==> src/rtl/sign_extension.sv <==
// sign_extension: turns a 16-bit immediate field into a 32-bit operand
// (sign-extend, zero-extend, branch byte offset, or upper-half placement).
// Latency: 0 cycles by default; 1 cycle when SIGNEXT_REG_EN is defined.
// No backpressure: a result is produced for every request, back-to-back.
//
// Build option: define SIGNEXT_REG_EN to register Out/O_Neg/O_Valid on
// I_CLOCK. Leave it undefined for the combinational (decode-stage) form.
//
// Ports:
//   I_CLOCK  in   1  rising-edge clock (used only by the registered build)
//   I_RESET  in   1  synchronous active-high reset
//   I_Valid  in   1  qualifies In/I_Mode as a conversion request
//   I_Mode   in   2  00 sext, 01 zext, 10 sext<<2, 11 In in upper half
//   In       in  16  raw immediate field IR[15:0]
//   Out      out 32  converted value
//   O_Valid  out  1  Out holds a valid result
//   O_Neg    out  1  copy of Out[31]

module sign_extension (
    input  logic        I_CLOCK,
    input  logic        I_RESET,
    input  logic        I_Valid,
    input  logic [1:0]  I_Mode,
    input  logic [15:0] In,
    output logic [31:0] Out,
    output logic        O_Valid,
    output logic        O_Neg
);

    typedef enum logic [1:0] {
        MODE_SEXT   = 2'b00,
        MODE_ZEXT   = 2'b01,
        MODE_BRANCH = 2'b10,
        MODE_UPPER  = 2'b11
    } mode_e;

    // Pure wiring/replication: no arithmetic is needed for any mode, and the
    // branch form cannot overflow since the two bits shifted out are copies
    // of the sign bit.
    logic [31:0] conv_d;

    always_comb begin
        conv_d = 32'h0000_0000;
        case (mode_e'(I_Mode))
            MODE_SEXT:   conv_d = {{16{In[15]}}, In};
            MODE_ZEXT:   conv_d = {16'h0000, In};
            MODE_BRANCH: conv_d = {{14{In[15]}}, In, 2'b00};
            MODE_UPPER:  conv_d = {In, 16'h0000};
            default:     conv_d = 32'h0000_0000;
        endcase
    end

`ifdef SIGNEXT_REG_EN

    logic [31:0] out_q;
    logic        neg_q;
    logic        vld_q;

    // Reset wins over a simultaneous request, so that request is dropped.
    // Out/O_Neg hold their last value on idle cycles.
    always_ff @(posedge I_CLOCK) begin
        if (I_RESET) begin
            out_q <= 32'h0000_0000;
            neg_q <= 1'b0;
            vld_q <= 1'b0;
        end else begin
            vld_q <= I_Valid;
            if (I_Valid) begin
                out_q <= conv_d;
                neg_q <= conv_d[31];
            end
        end
    end

    assign Out     = out_q;
    assign O_Neg   = neg_q;
    assign O_Valid = vld_q;

`else

    // Clock is not needed in this build.
    logic unused_clk;
    assign unused_clk = I_CLOCK;

    // Out/O_Neg are only meaningful when O_Valid is high; reset merely
    // suppresses the valid flag.
    assign Out     = conv_d;
    assign O_Neg   = conv_d[31];
    assign O_Valid = I_Valid & ~I_RESET;

`endif

endmodule

==> config.mk <==
export PLATFORM = sky130hd
export DESIGN_NAME = sign_extension
export DESIGN_NICKNAME = d
export VERILOG_FILES = /design/src/rtl/sign_extension.sv
export SDC_FILE = /design/constraint.sdc
export NUM_CORES = 1
export LEC_CHECK = 0
export BUFFER_PORTS_ARGS = -buffer_cell sky130_fd_sc_hd__buf_2
export CAP_MARGIN = 0
export CELL_PAD_IN_SITES_DETAIL_PLACEMENT = 0
export CELL_PAD_IN_SITES_GLOBAL_PLACEMENT = 1
export CORE_MARGIN = 5
export CORE_UTILIZATION = 20
export DETAILED_ROUTE_END_ITERATION = 12
export PLACE_DENSITY = 0.89
export REMOVE_ABC_BUFFERS = 1
export SYNTH_ARGS = -nofsm -noshare
export SYNTH_HDL_FRONTEND = slang
export SYNTH_SLANG_ARGS = --single-unit
==> constraint.sdc <==
create_clock -name vclk -period 1.2
set_input_delay 0.06 -clock vclk [all_inputs]
set_output_delay 0.06 -clock vclk [all_outputs]
set_load 0.05 [all_outputs]
### Word level (Yosys, flattened, before mapping)

Index checks and enable logic that the tools add are counted.

* flip-flop bits (word level): 0
* bits in latches: 0
* RAM bits: 0
* bits in read-only memories: 0
* input bits: 21
* output and inout port bits: 34
* memories kept: 0

* add/subtract/negate cells: 0
* $mul: 0
* divide/modulo/power cells: 0
* order comparisons: 0
* equal/unequal tests: 3
* shift-type cells: 0
* multiplexer cells: 1
* bitwise gates (word level): 2
* reductions and logical operators: 1

Operators by type and width (number)
* $pmux W32 S4: 1
* $eq A2 B2 Y1 const B: 2
* $eq A2 B1 Y1 const B: 1
* $logic_not A2 Y1: 1
* $and A1 B1 Y1: 1
* $not A1 Y1: 1

### Logic depth before layout (Yosys ltp)

* depth after elaboration: 2
* mapped depth: 4

### Worst setup path before layout

Ideal clock, no wire load.

* path type: input to output
* start: in I_Mode[1]
* end: out Out[31]
* arrival: 1.842 ns
* data required time: 1.140 ns
* slack: -0.702 ns
* stages on the path: 4
* buffers on the path: 2
* cells stage by stage: inv_2 buf_2 a21boi_0 buf_4

* word-level cells in the longest chain between the ends: 2
* elaborated cells on any way between the ends: 5

RTL lines
* from (decl): RTL line 23 `input logic [1:0] I_Mode,`
* $eq A2 B2 Y1, or another cell as far along: RTL line 44 `case (mode_e'(I_Mode))`
* $pmux W32 S4 (*): RTL line 44
* to (decl): RTL line 25 `output logic [31:0] Out,`

Every way passes the cells marked *; elsewhere a longest branch is shown, timed or not.

### Final worst setup path

* start: in I_Mode[1]
* end: out Out[2]

The elaborated chain is that of the path after synthesis.

==> impl_metrics.env <==
export IMPL_final_min_clock_period_ns=1.044
export IMPL_ant_nets=0
export IMPL_tightest_slew_ns=0.3203
export IMPL_numPortBuffers=54
export IMPL_vias=536
export IMPL_ios=55
export IMPL_required_ns=1.14
export IMPL_layout_common_cells="buf_2 (54), a22o_1 (14), a21o_1 (9), a21o_2 (5), buf_4 (4)"
export IMPL_regArea_sq_um=0
export IMPL_fin_util_pct=36.99
export IMPL_diodes=0
export IMPL_hold_viol_final=0
export IMPL_worstPathArrival_ns=0.98
export IMPL_cts_resized_gates=0
export IMPL_fillers=198
export IMPL_die_h_microns=53.25
export IMPL_via_per_inst=4.430
export IMPL_num_rows=15
export IMPL_syn_avg_cell_area_sq_um=8.502
export IMPL_ir_worst_vdd_mv=0.2899
export IMPL_grt_pass1_wl_microns=2118
export IMPL_power_static_leakage_nw=0.4509
export IMPL_cp_end_kind="primary output"
export IMPL_drc=0
export IMPL_fin_crit_sh_pct=87.01
export IMPL_rsz0062_at_grt="false"
export IMPL_fin_setup_tns_ns=0
export IMPL_die_width_microns=53.25
export IMPL_start_util_pct=21.43
export IMPL_critical_path_max_stage_delay_ns=0.34
export IMPL_grt_ovfl_total=0
export IMPL_path_cells="buf_2 -> nor2b_4 -> a22o_1 -> buf_2"
export IMPL_wl_microns=1466
export IMPL_cts_hold_buf=0
export IMPL_drive_above_1_share_pct=68.75
export IMPL_cp_slowest_cell="nor2b_4"
export IMPL_p_per_area_nw_per_um2=854.1
export IMPL_first_global_vias=512
export IMPL_maxCapViolCount=0
export IMPL_syn_area_sq_um=374.1
export IMPL_startpoint_type="input pin"
export IMPL_grt_max_degree=16
export IMPL_globalplace_congestion=0.6237
export IMPL_ys_types=16
export IMPL_postCtsSetupBuffers=0
export IMPL_n_clock_buffer=0
export IMPL_synth_warnings=0
export IMPL_fmax_ghz=0.9577
export IMPL_area_delta_synth_final_pct=72.58
export IMPL_grt_usage_pct=9.292
export IMPL_setup_violations=0
export IMPL_slew_viol_final=0
export IMPL_routedWlPerCell_microns=12.12
export IMPL_die_area_sq_um=2836
export IMPL_multiInputGateArea_sq_um=310.3
export IMPL_hold_class="input pin to primary output"
export IMPL_final_common_cell="buf_2"
export IMPL_syn_inst=44
export IMPL_crit_end="Out[2]"
export IMPL_final_net_count=119
export IMPL_whs_ns=0.4200
export IMPL_coreArea_sq_um=1745
export IMPL_path_class="input pin to primary output"
export IMPL_ys_seq_area_share_pct=0
export IMPL_antenna_found_initial=0
export IMPL_cpMostUsedCell="buf_2"
export IMPL_outcome="finished clean"
export IMPL_relSlewSlack_pct=78.60
export IMPL_crit_fanout=14
export IMPL_cp_startpoint="I_Mode[1]"
export IMPL_firstDrtPassIters=1
export IMPL_first_iter_violations=0
export IMPL_seq_cell_count=0
-- synth_stat cells (all sizes together) --
library cell	n	area, sq um
o2bb2ai	1	8.760
nor2b	3	28.78
and2	1	6.260
a21o	14	111.4
inv	1	3.750
and2b	2	15.01
mux2i	1	10.01
buf	6	60.06
a21boi	1	7.510
a22o	14	122.6
-- area by class of cell --
cell class | count | area share [%]
well taps | 25 | 4.845
inverters | 1 | 0.5814
multi-input cells | 37 | 48.06
repair buffers | 58 | 46.51
-- worst max-delay path: cells and delay by family --
kind / cells / cell delay, ns
simple gates: 1 / 0.34
buf+inv: 2 / 0.40
compound gates: 1 / 0.18
-- kinds of logic after synthesis --
kind of cell	synth area share, %
buffers and inverters	17.06
and+or+nand+nor	13.38
AOI/OAI and AO/OA	66.89
muxes	2.676
-- metal layers --
layer  vias up  wire length [microns]  global-route usage, %
li1        277                      -                      -
met1       226                    579                  10.17
met2        33                    718                  20.00
met3         0                    168                 0.2817
met4         0                      0                      0
met5         -                      0                      0
-- worst min-delay path by stage --
stage / from / end / slack [ns] / cells after the start
3_5_place_dp: I_RESET / O_Valid / 0.42 / 3
6_report: I_RESET / O_Valid / 0.42 / 3
4_1_cts: I_RESET / O_Valid / 0.42 / 3
3_3_place_gp: I_RESET / O_Valid / 0.42 / 3
5_1_grt: I_RESET / O_Valid / 0.44 / 3
2_1_floorplan: I_RESET / O_Valid / 0.29 / 1
-- through the flow --
stage	power [mW]	cells	setup WS (ns)	instance area, sq um
after floorplan	0.4051	38	-1.200	314.1
after global placement	0.5523	121	0.1745	645.6
after detailed placement	0.5556	121	0.1474	645.6
after CTS	0.5569	121	0.1512	645.6
after global routing	0.5774	121	0.09055	645.6
final	0.5514	121	0.1559	645.6
-- power breakdown --
group,internal [mW],leakage [nW],switching (mW)
Combinational,0.148,0.451,0.403
Clock,0,0,0
Sequential,0,0,0
Total,0.148,0.451,0.403
(Power assumes the default switching activity.)
